`config.mk`:
```
export PLATFORM = sky130hd
export DESIGN_NAME = maze_decoder_flat
export DESIGN_NICKNAME = d
export VERILOG_FILES = /design/src/rtl/maze_decoder_pkg.sv /design/src/rtl/maze_decoder_if.sv /design/src/rtl/maze_grid_ram.sv /design/src/rtl/maze_decoder.sv /design/src/flat_wrapper.sv
export SDC_FILE = /design/constraint.sdc
export NUM_CORES = 1
export LEC_CHECK = 0
export CAP_MARGIN = 20
export CORE_MARGIN = 4
export CORE_UTILIZATION = 40
export CTS_CLUSTER_DIAMETER = 60
export DETAILED_ROUTE_END_ITERATION = 12
export PLACE_DENSITY = 0.66
export SYNTH_ARGS = -nofsm -noshare
export SYNTH_HDL_FRONTEND = slang
export SYNTH_SLANG_ARGS = --single-unit
```
`constraint.sdc`:
```
create_clock -name clk_i -period 2.18 [get_ports clk_i]
set_input_delay 0.436 -clock clk_i [delete_from_list [all_inputs] [get_ports clk_i]]
set_output_delay 0.436 -clock clk_i [all_outputs]
set_load 0.01 [all_outputs]
```
`src/rtl/maze_decoder_pkg.sv`:
```
`default_nettype none
// ============================================================================
// Module   : maze_decoder_pkg
// Purpose  : Shared definitions for the maze decoder: grid geometry, idle
//            word, input word field layout, cell layout and FSM encoding.
// Ports    : (package - none)
// Revision : 1.0 - initial release
// ============================================================================
package maze_decoder_pkg;

  localparam int          GRID_W_DEF    = 5;
  localparam int          GRID_H_DEF    = 4;
  localparam logic [15:0] IDLE_WORD_DEF = 16'hF800;

  // Input word layout, MSB first: [15:14] rsvd, [13] done, [12] robot,
  // [11:10] treasure, [9:6] walls N,E,S,W, [5:3] y, [2:0] x.
  typedef struct packed {
    logic [1:0] rsvd;
    logic       done;
    logic       robot;
    logic [1:0] treasure;
    logic [3:0] walls;
    logic [2:0] y;
    logic [2:0] x;
  } word_t;

  // Cell layout: {visited, treasure[1:0], walls N,E,S,W}
  localparam int CELL_W = 7;

  // FSM encoding
  localparam logic [1:0] ST_WAIT_IDLE = 2'd0;
  localparam logic [1:0] ST_ARMED     = 2'd1;
  localparam logic [1:0] ST_COMMIT    = 2'd2;

  function automatic logic [CELL_W-1:0] make_cell(input word_t w);
    return {1'b1, w.treasure, w.walls};
  endfunction

endpackage
`default_nettype wire

```
`src/rtl/maze_decoder_if.sv`:
```
`default_nettype none
// ============================================================================
// Module   : maze_decoder_if
// Purpose  : Bundles the maze decoder word input, read port and status
//            outputs.
// Ports    : in_word (16), read_x/read_y (3) -> read_cell (7),
//            robot_x/robot_y (3), done, word_count (8), err_count (8)
// Revision : 1.0 - initial release
// ============================================================================
interface maze_decoder_if;
  logic [15:0] in_word;
  logic [2:0]  read_x;
  logic [2:0]  read_y;
  logic [6:0]  read_cell;
  logic [2:0]  robot_x;
  logic [2:0]  robot_y;
  logic        done;
  logic [7:0]  word_count;
  logic [7:0]  err_count;

  modport master (
    output in_word, read_x, read_y,
    input  read_cell, robot_x, robot_y, done, word_count, err_count
  );

  modport slave (
    input  in_word, read_x, read_y,
    output read_cell, robot_x, robot_y, done, word_count, err_count
  );
endinterface
`default_nettype wire

```
`src/rtl/maze_grid_ram.sv`:
```
`default_nettype none
// ============================================================================
// Module   : maze_grid_ram
// Purpose  : GRID_W x GRID_H cell store. One synchronous write port, one
//            combinational read port, asynchronous active-low clear.
//            Reads outside the grid return zero.
// Ports    : clk_i, rst_ni, we_i, wx_i/wy_i (3), wdata_i (CELL_W),
//            rx_i/ry_i (3), rdata_o (CELL_W)
// Revision : 1.0 - initial release
// ============================================================================
module maze_grid_ram #(
  parameter int GRID_W = 5,
  parameter int GRID_H = 4,
  parameter int CELL_W = 7
) (
  input  logic              clk_i,
  input  logic              rst_ni,
  input  logic              we_i,
  input  logic [2:0]        wx_i,
  input  logic [2:0]        wy_i,
  input  logic [CELL_W-1:0] wdata_i,
  input  logic [2:0]        rx_i,
  input  logic [2:0]        ry_i,
  output logic [CELL_W-1:0] rdata_o
);

  localparam int N_CELLS = GRID_W * GRID_H;

  // Each cell contributes its value only when addressed, so an address
  // outside the grid selects nothing and the OR below yields zero.
  logic [CELL_W-1:0] rd_terms_w [N_CELLS];

  for (genvar gy = 0; gy < GRID_H; gy++) begin : g_row
    for (genvar gx = 0; gx < GRID_W; gx++) begin : g_col
      logic [CELL_W-1:0] cell_q;

      always_ff @(posedge clk_i or negedge rst_ni) begin
        if (!rst_ni) begin
          cell_q <= '0;
        end else if (we_i && (wx_i == 3'(gx)) && (wy_i == 3'(gy))) begin
          cell_q <= wdata_i;
        end
      end

      assign rd_terms_w[gy*GRID_W + gx] =
        ((rx_i == 3'(gx)) && (ry_i == 3'(gy))) ? cell_q : '0;
    end
  end

  always_comb begin
    rdata_o = '0;
    for (int i = 0; i < N_CELLS; i++) begin
      rdata_o = rdata_o | rd_terms_w[i];
    end
  end

endmodule
`default_nettype wire

```
`src/rtl/maze_decoder.sv`:
```
`default_nettype none
// ============================================================================
// Module   : maze_decoder
// Purpose  : Accepts maze-exploration words from an upstream deserializer,
//            one per IDLE_WORD-separated hold, and records cell contents,
//            robot position, completion and accepted/rejected word counts.
// Ports    : clk_i, rst_ni (async, active low)
//            bus (maze_decoder_if.slave): in_word, read_x/read_y ->
//            read_cell, robot_x/robot_y, done, word_count, err_count
// Revision : 1.0 - initial release
// ============================================================================
module maze_decoder
  import maze_decoder_pkg::*;
#(
  parameter int          GRID_W    = GRID_W_DEF,
  parameter int          GRID_H    = GRID_H_DEF,
  parameter logic [15:0] IDLE_WORD = IDLE_WORD_DEF
) (
  input  logic          clk_i,
  input  logic          rst_ni,
  maze_decoder_if.slave bus
);

  localparam logic [3:0] GW = 4'(GRID_W);
  localparam logic [3:0] GH = 4'(GRID_H);

  word_t      in_q;
  word_t      cmd_q;
  logic [1:0] state_q, state_d;
  logic [2:0] robot_x_q, robot_y_q;
  logic       done_q;
  logic [7:0] word_cnt_q, err_cnt_q;

  logic in_idle_w, valid_w, commit_w, wr_en_w;

  assign in_idle_w = (in_q == word_t'(IDLE_WORD));

  always_comb begin
    state_d = state_q;
    case (state_q)
      ST_WAIT_IDLE: if (in_idle_w)  state_d = ST_ARMED;
      ST_ARMED:     if (!in_idle_w) state_d = ST_COMMIT;
      ST_COMMIT:                    state_d = ST_WAIT_IDLE;
      default:                      state_d = ST_WAIT_IDLE;
    endcase
  end

  always_ff @(posedge clk_i or negedge rst_ni) begin
    if (!rst_ni) begin
      in_q    <= '0;
      cmd_q   <= '0;
      state_q <= ST_WAIT_IDLE;
    end else begin
      in_q    <= word_t'(bus.in_word);
      state_q <= state_d;
      // Latch the word on ARMED exit so COMMIT acts on it even if the
      // upstream value has already moved on.
      if (state_q == ST_ARMED && !in_idle_w) begin
        cmd_q <= in_q;
      end
    end
  end

  assign commit_w = (state_q == ST_COMMIT);
  assign valid_w  = ({1'b0, cmd_q.x} < GW) && ({1'b0, cmd_q.y} < GH) &&
                    (cmd_q.rsvd == 2'b00);
  assign wr_en_w  = commit_w && valid_w;

  always_ff @(posedge clk_i or negedge rst_ni) begin
    if (!rst_ni) begin
      robot_x_q  <= '0;
      robot_y_q  <= '0;
      done_q     <= 1'b0;
      word_cnt_q <= '0;
      err_cnt_q  <= '0;
    end else if (commit_w) begin
      if (valid_w) begin
        word_cnt_q <= word_cnt_q + 8'd1;
        if (cmd_q.robot) begin
          robot_x_q <= cmd_q.x;
          robot_y_q <= cmd_q.y;
        end
        if (cmd_q.done) begin
          done_q <= 1'b1;
        end
      end else if (err_cnt_q != 8'hFF) begin
        err_cnt_q <= err_cnt_q + 8'd1;
      end
    end
  end

  maze_grid_ram #(
    .GRID_W (GRID_W),
    .GRID_H (GRID_H),
    .CELL_W (CELL_W)
  ) u_grid (
    .clk_i   (clk_i),
    .rst_ni  (rst_ni),
    .we_i    (wr_en_w),
    .wx_i    (cmd_q.x),
    .wy_i    (cmd_q.y),
    .wdata_i (make_cell(cmd_q)),
    .rx_i    (bus.read_x),
    .ry_i    (bus.read_y),
    .rdata_o (bus.read_cell)
  );

  assign bus.robot_x    = robot_x_q;
  assign bus.robot_y    = robot_y_q;
  assign bus.done       = done_q;
  assign bus.word_count = word_cnt_q;
  assign bus.err_count  = err_cnt_q;

endmodule
`default_nettype wire

```
`src/flat_wrapper.sv`:
```
// flat-port wrapper written by rule: the top's interface ports become plain ports
module maze_decoder_flat import maze_decoder_pkg::*;
#(
  parameter int          GRID_W    = GRID_W_DEF,
  parameter int          GRID_H    = GRID_H_DEF,
  parameter logic [15:0] IDLE_WORD = IDLE_WORD_DEF
)
  (clk_i, rst_ni, bus_in_word, bus_read_x, bus_read_y, bus_read_cell, bus_robot_x, bus_robot_y, bus_done, bus_word_count, bus_err_count);
  maze_decoder_if bus_i ();
  input  logic clk_i;
  input  logic rst_ni;
  input wire logic [$bits(bus_i.in_word)-1:0] bus_in_word;
  input wire logic [$bits(bus_i.read_x)-1:0] bus_read_x;
  input wire logic [$bits(bus_i.read_y)-1:0] bus_read_y;
  output wire logic [$bits(bus_i.read_cell)-1:0] bus_read_cell;
  output wire logic [$bits(bus_i.robot_x)-1:0] bus_robot_x;
  output wire logic [$bits(bus_i.robot_y)-1:0] bus_robot_y;
  output wire logic [$bits(bus_i.done)-1:0] bus_done;
  output wire logic [$bits(bus_i.word_count)-1:0] bus_word_count;
  output wire logic [$bits(bus_i.err_count)-1:0] bus_err_count;
  assign bus_i.in_word = bus_in_word;
  assign bus_i.read_x = bus_read_x;
  assign bus_i.read_y = bus_read_y;
  assign bus_read_cell = bus_i.read_cell;
  assign bus_robot_x = bus_i.robot_x;
  assign bus_robot_y = bus_i.robot_y;
  assign bus_done = bus_i.done;
  assign bus_word_count = bus_i.word_count;
  assign bus_err_count = bus_i.err_count;
  maze_decoder #(.GRID_W(GRID_W), .GRID_H(GRID_H), .IDLE_WORD(IDLE_WORD)) u_core (.clk_i(clk_i), .rst_ni(rst_ni), .bus(bus_i));
endmodule
```
==> impl_metrics.yaml, run 1 <==
status:
  run_status: "finished with violations"
  violations: "negative setup slack"
routing:
  drt_iter0_drc: 345
  wl_per_cell_um: 22.3
  routed_via_density: 5.61
  dr.pass1.iters: 5
  wl_mm: 24.4
  drc_errors: 0
  ant_nets: 0
  vias: 6131
yosys:
  synthDistinctLibCells: 67
  synthTopCellsByArea: "dfrtp_1 56%, mux2_2 19%, mux2i_1 1.8%, nand3_1 1.6%, mux4_2 1.3%"
  synth_fa_ha_area_share_pct: 0.282
  yosysTopAreaCell: "dfrtp_1"
  synthCells: 668
  synth_edf_count: 0
  synth-xor-area-share_pct: 1.38
  syn_nets: 694
  yosys-top-cells-count: "197 x dfrtp_1, 152 x mux2_2, 28 x nand3_1"
  synth_top_family_by_area: "multiplexers"
  synth_flop_cell: "dfrtp_1"
  yosysTopAreaCellShare_pct: 55.6
  async_reset_ff_share_pct: 100
  synth-compound-area-share_pct: 4.87
  ys_warn_count: 0
  yosys_register_bits: 197
  synth_seq_area_share_pct: 55.6
  synth_mux_area_share_pct: 22.4
  syn_avg_cell_area_sq_um: 13.3
  synth-simple-area-share_pct: 12.7
  synth_most_common_cell: "dfrtp_1"
  synth_area_sq_mm: 0.00887
timing:
  min_period_ns: 2.65
  rsz0062_at_grt: "true"
  setup_viol: 7
  fin_skew_ns: 0.0108
  fmax_ghz: 0.378
  tns_ns: -2.18
  slew_viol_final: 0
  finalHoldViolations: 0
  worstMarginPinSlew_ns: 0.946
  max_slew_margin_pct: 37.0
  fin_crit_sh_pct: 121
  layout_setup_ws_ns: -0.468
die:
  die-area_sq_mm: 0.0246
  rows: 54
  core-area_sq_mm: 0.0218
  initial_utilization_pct: 40.6
  die_w_um: 157
  chipHeight_um: 157
  pin_count: 54
worst_setup_path:
  cp-start-kind: "register"
  path_class: "register to output port"
  crit_slowest_cell: "mux4_2"
  cp_max_fo: 2
  max_stage_delay_ns: 0.52
  worstPathArrival_ns: 2.21
  path_buf_inv: 1
  critical_path_required_ns: 1.74
  cp_top_family: "simple AND/OR/NAND/NOR gates"
  path_cells: "mux4_2 > a32oi_2 > nand4_1 > or3_4 > buf_6"
  critPathCaptureType: "output port"
global_route:
  grt-ovfl-total: 0
  gr-usage-all-layers_pct: 20.6
  antenna_found_initial: 0
  first_global_vias: 6707
  grt_first_pass_wirelength_mm: 38.8
  grt_max_degree: 57
power:
  power_mw: 7.58
  pwr-share-comb_pct: 5.7
  p_per_area_mw_per_mm2: 660
  switching_share_pct: 22.6
  switching_power_mw: 1.71
  internal_power_mw: 5.87
  clockPowerShare_pct: 45.8
  vdd_drop_max_mv: 0.471
  leakagePower_nw: 5.51
  p_seq_share_pct: 48.5
layout:
  syn_to_final_growth_pct: 29.5
  layout.filler_cells: 1856
  nets: 826
  drive_above_1_share_pct: 46.0
  final_area_sq_mm: 0.0115
  diodes: 0
placement:
  placed_area_sq_mm: 0.0103
  port_buffers: 53
  gp_congestion: 0.890
  preCtsSetupSlack_ns: -1.20
  hpwl_mm: 16.5
job:
  cap_violations: 0
worst_hold_path:
  hold_path.class: "primary input to register"
clocking:
  clk_path_buf_depth: 2
  clock-sinks: 197
  clk_pin_slew_ns: 0.08
  numCtsBuffers: 17
  root_buffer: "clkbuf_16"
  clk_latency_ns: 0.43
  cts_htree_levels: 4
  cts_tree: "done"
cell type report:
type / instances / area, sq um / area share, %
sequential: 197 / 4930 / 42.9
multi-input combinational: 420 / 3960 / 34.4
timing repair buffer: 158 / 1580 / 13.7
clock buffer: 19 / 443 / 3.86
tap: 280 / 350 / 3.05
clock inverter: 13 / 209 / 1.82
inverter: 6 / 22.5 / 0.196
metrics by stage:
step,instances,hold WS [ns],util (%)
floorplan,668,0.140,-
global placement,1043,0.441,47.1
detailed placement,1043,0.445,47.1
CTS,1092,0.426,52.1
global route,1093,0.422,52.6
finish,1093,0.438,52.6
placed cells by master (no fill, tap or decap), types with 4 or more instances in the layout:
master	Yosys	layout
dfrtp_1	197	197
buf_12	0	10
mux2i_1	16	15
a22oi_1	5	4
nor4_1	4	4
mux2_2	152	151
xnor2_1	12	12
buf_4	6	77
or2_2	12	12
nand3_1	28	27
clkdlybuf4s50_1	0	39
nand2_1	27	25
nor2_1	6	6
a32oi_2	0	6
bufinv_16	0	4
nor2_2	8	5
and2_1	8	7
mux4_2	5	5
inv_1	5	5
nand4_1	14	14
and3_1	12	12
nor3_1	7	4
nor2b_1	5	5
nand2b_1	10	10
buf_6	0	18
nand3b_1	7	7
buf_2	20	6
clkbuf_16	0	17
metal layers:
| metal | up-vias | track usage, % | part of all wire, % |
|---|---|---|---|
| met2 | 184 | 33.1 | 48 |
| li1 | 2721 | - | - |
| met3 | 46 | 5.00 | 4.6 |
| met5 | - | 0 | 0 |
| met4 | 0 | 7.44 | 3.1 |
| met1 | 3180 | 27.4 | 45 |
power groups by stage:
stage | clock network [mW] | registers (mW) | logic (mW)
2_1_floorplan | 0 | 3.75 | 0.0996
6_report | 3.48 | 3.68 | 0.431
4_1_cts | 3.53 | 3.68 | 0.422
3_3_place_gp | 0 | 3.75 | 0.346
3_5_place_dp | 0 | 3.75 | 0.352
5_1_grt | 3.69 | 3.68 | 0.461
final timing paths:
path                       depth (start not counted)  slack, ns                                      start                                         to
min                                                1       0.44                            bus_in_word[13]                            u_core.in_q[13]
max                                                5      -0.47  u_core.u_grid.g_row[2].g_col[1].cell_q[6]                           bus_read_cell[6]
max in group asynchronous                          3       0.95                                     rst_ni  u_core.u_grid.g_row[1].g_col[0].cell_q[0]
min reg2reg                                        1       0.47                            u_core.bus.done                            u_core.bus.done
min in group asynchronous                          2       0.55                                     rst_ni  u_core.u_grid.g_row[0].g_col[4].cell_q[6]
max reg2reg                                        5       0.08                            u_core.cmd_q[5]  u_core.u_grid.g_row[0].g_col[3].cell_q[0]
flip-flops by register name (all words and copies together) (netlist names):
signal,flops
u_core.bus.robot_x,3
u_core.in_q,16
u_core.bus.word_count,8
u_core.u_grid.g_row.g_col.cell_q,140
u_core.cmd_q,16
u_core.state_q,2
u_core.bus.done,1
u_core.bus.err_count,8
u_core.bus.robot_y,3
cells by family (layout without fill, tap and decap cells):
family,count (synthesis),in the layout
buf+inv,51,196
simple gates,176,176
flops,197,197
fa+ha+maj,2,2
xor+xnor,14,14
mux,173,173
compound gates,55,55
timing repair:
item                                    CTS  global route
endpoints found under the hold margin    34             0
gates cloned                              5             0
gates resized for setup                 107            20
setup buffers                            12             1
hold buffers                              1             0
endpoints found under the setup margin   13            50
pin swaps                                23            11
No activity file was read; power rests on OpenSTA's default activity.
==> run 2: changes to the inputs <==
Settings changed: CORE_MARGIN 4 to not set.
==> run 2 against run 1 <==
Net effect: routed wire length down 4.5%; maximum frequency grew 2.5%; largest cell class unchanged; utilization down 0.45 points; first-iteration DRC count increased by 4.1%; non-clock buffer count grew 2; die area down 7.5%; the run still ends with negative setup slack left.
==> impl_metrics.yaml, run 2 (synthesis gave the netlist of run 1 again) <==
worst_setup_path:
  crit_end: "bus_read_cell[1]"
  rrSetupSlack_ns: 0.13
  critical_path_required_ns: 1.74
  cp-start-kind: "register"
  reg2reg_depth: 5
  r2r-start: "u_core.cmd_q[5]"
  max_stage_delay_ns: 0.54
  crit_slowest_cell: "mux4_2"
  critPathCaptureType: "output port"
  timing.rr.end: "u_core.u_grid.g_row[1].g_col[0].cell_q[0]"
  cp_max_fo: 2
  path_class: "register to output port"
  path_cells: "mux4_2 > nand2_2 > o221ai_2 > or4_4 > buf_6"
  worstPathArrival_ns: 2.15
  startpoint: "u_core.u_grid.g_row[3].g_col[1].cell_q[1]"
timing:
  fmax_ghz: 0.387
  min_period_ns: 2.58
  worstMarginPinSlew_ns: 0.938
  slew_viol_final: 0
  max_slew_margin_pct: 37.5
  layout_setup_ws_ns: -0.403
  fin_skew_ns: 0.00681
  rsz0062_at_grt: "true"
  finalHoldViolations: 0
  hold_ws_ns: 0.426
  setup_viol: 7
  fin_crit_sh_pct: 118
routing:
  drt_iter0_drc: 359
  wl_mm: 23.3
  vias: 6108
  routed_via_density: 5.58
  wl_per_cell_um: 21.3
  drc_errors: 0
  dr.pass1.iters: 5
  ant_nets: 0
die:
  die-area_sq_mm: 0.0228
  initial_utilization_pct: 40.8
  die_w_um: 151
  pin_count: 54
  rows: 54
  core-area_sq_mm: 0.0218
  chipHeight_um: 151
placement:
  preCtsSetupSlack_ns: -1.19
  port_buffers: 53
  placed_area_sq_mm: 0.0103
  gp_congestion: 0.965
  hpwl_mm: 15.9
layout:
  drive_above_1_share_pct: 46.1
  nets: 828
  final_cell_mix: "197 x dfrtp_1, 151 x mux2_2, 88 x buf_4, 39 x clkdlybuf4s50_1, 27 x nand3_1"
  final_common_cell: "dfrtp_1"
  final_area_sq_mm: 0.0114
  syn_to_final_growth_pct: 28.0
  final_util_pct: 52.2
  largestRegisters: "u_core.u_grid.g_row.g_col.cell_q: 140 flops, u_core.cmd_q: 16 flops, u_core.in_q: 16 flops"
  largest-register: "u_core.u_grid.g_row.g_col.cell_q"
  diodes: 0
  largest_reg_flops: 140
power:
  p_seq_share_pct: 50.0
  clockPowerShare_pct: 44.7
  internal_power_mw: 5.59
  p_per_area_mw_per_mm2: 647
  pwr-share-comb_pct: 5.3
  power_mw: 7.35
  vdd_drop_max_mv: 0.334
  switching_share_pct: 23.9
  leakagePower_nw: 5.41
  switching_power_mw: 1.75
status:
  run_status: "finished with violations"
  violations: "negative setup slack"
clocking:
  clk_latency_ns: 0.44
  cts_htree_levels: 4
  root_buffer: "clkbuf_16"
  clock-sinks: 197
  numCtsBuffers: 17
  clk_pin_slew_ns: 0.07
  cts_tree: "done"
  clk_path_buf_depth: 2
global_route:
  first_global_vias: 6442
  grt_first_pass_wirelength_mm: 36.9
  grt-ovfl-total: 0
  grt_max_degree: 71
  grt_use_met2_pct: 35.4
  antenna_found_initial: 0
  use_met3_pct: 4.91
  grt_util_met1_pct: 29.4
  gr-max-usage-layer: "met2"
  gr-usage-all-layers_pct: 21.9
worst_hold_path:
  hold_path.class: "primary input to register"
job:
  cap_violations: 0
==> run 2: power by group through the flow <==
stage          Combinational, mW  Clock [mW]  Sequential [mW]
6_report                   0.388        3.28             3.68
5_1_grt                    0.417        3.47             3.68
4_1_cts                    0.373        3.34             3.67
3_5_place_dp               0.343           0             3.75
3_3_place_gp               0.337           0             3.75
2_1_floorplan             0.0996           0             3.75
==> run 2: worst min path at each step <==
| stage | startpoint | endpoint | slack, ns | depth (start not counted) |
|---|---|---|---|---|
| 4_1_cts | bus_in_word[15] | u_core.in_q[15] | 0.41 | 1 |
| 5_1_grt | bus_in_word[2] | u_core.in_q[2] | 0.40 | 1 |
| 6_report | bus_in_word[2] | u_core.in_q[2] | 0.43 | 1 |
| 2_1_floorplan | rst_ni | u_core.bus.done | 0.14 | 0 |
| 3_5_place_dp | rst_ni | u_core.u_grid.g_row[0].g_col[4].cell_q[4] | 0.35 | 1 |
| 3_3_place_gp | rst_ni | u_core.u_grid.g_row[1].g_col[4].cell_q[4] | 0.35 | 1 |
==> run 2: layout make-up <==
class | count | area [sq um]
fill | 1842 | 10400
sequential | 197 | 4930
multi-input combinational | 420 | 3960
timing repair buffer | 160 | 1480
clock buffer | 17 | 425
tap | 280 | 350
clock inverter | 15 | 191
inverter | 6 | 22.5
==> run 2: routing by layer <==
| metal | part of all wire, % | vias to the layer above |
|---|---|---|
| met5 | 0 | - |
| met4 | 1.6 | 0 |
| met3 | 5.1 | 27 |
| met2 | 49 | 185 |
| met1 | 45 | 3174 |
| li1 | - | 2722 |
==> run 2: worst max-delay path, delay by kind of cell (launching register included) <==
kind | cells | cell delay, ns
compound gates | 1 | 0.09
buf+inv | 1 | 0.14
flops | 1 | 0.39
mux | 1 | 0.54
simple gates | 2 | 0.54
==> run 2: metrics by stage <==
step / std cells / setup TNS (ns)
floorplan: 668 / 0
global placement: 1047 / -7.69
detailed placement: 1047 / -7.93
CTS: 1090 / -2.36
global route: 1095 / -2.46
finish: 1095 / -2.12
==> run 2: what timing repair did <==
action	4_1_cts	5_1_grt
pin swaps	18	12
hold endpoints to repair	26	0
gates cloned	1	0
resized for setup	92	31
setup endpoints to repair	13	52
hold buffers	1	0
buffers inserted	11	6
==> run 3: changes to the inputs <==
Settings changed: CAP_MARGIN 20 to not set.
==> results of run 3 <==
No change in the layout: final DEF, timing and power equal those of run 2.
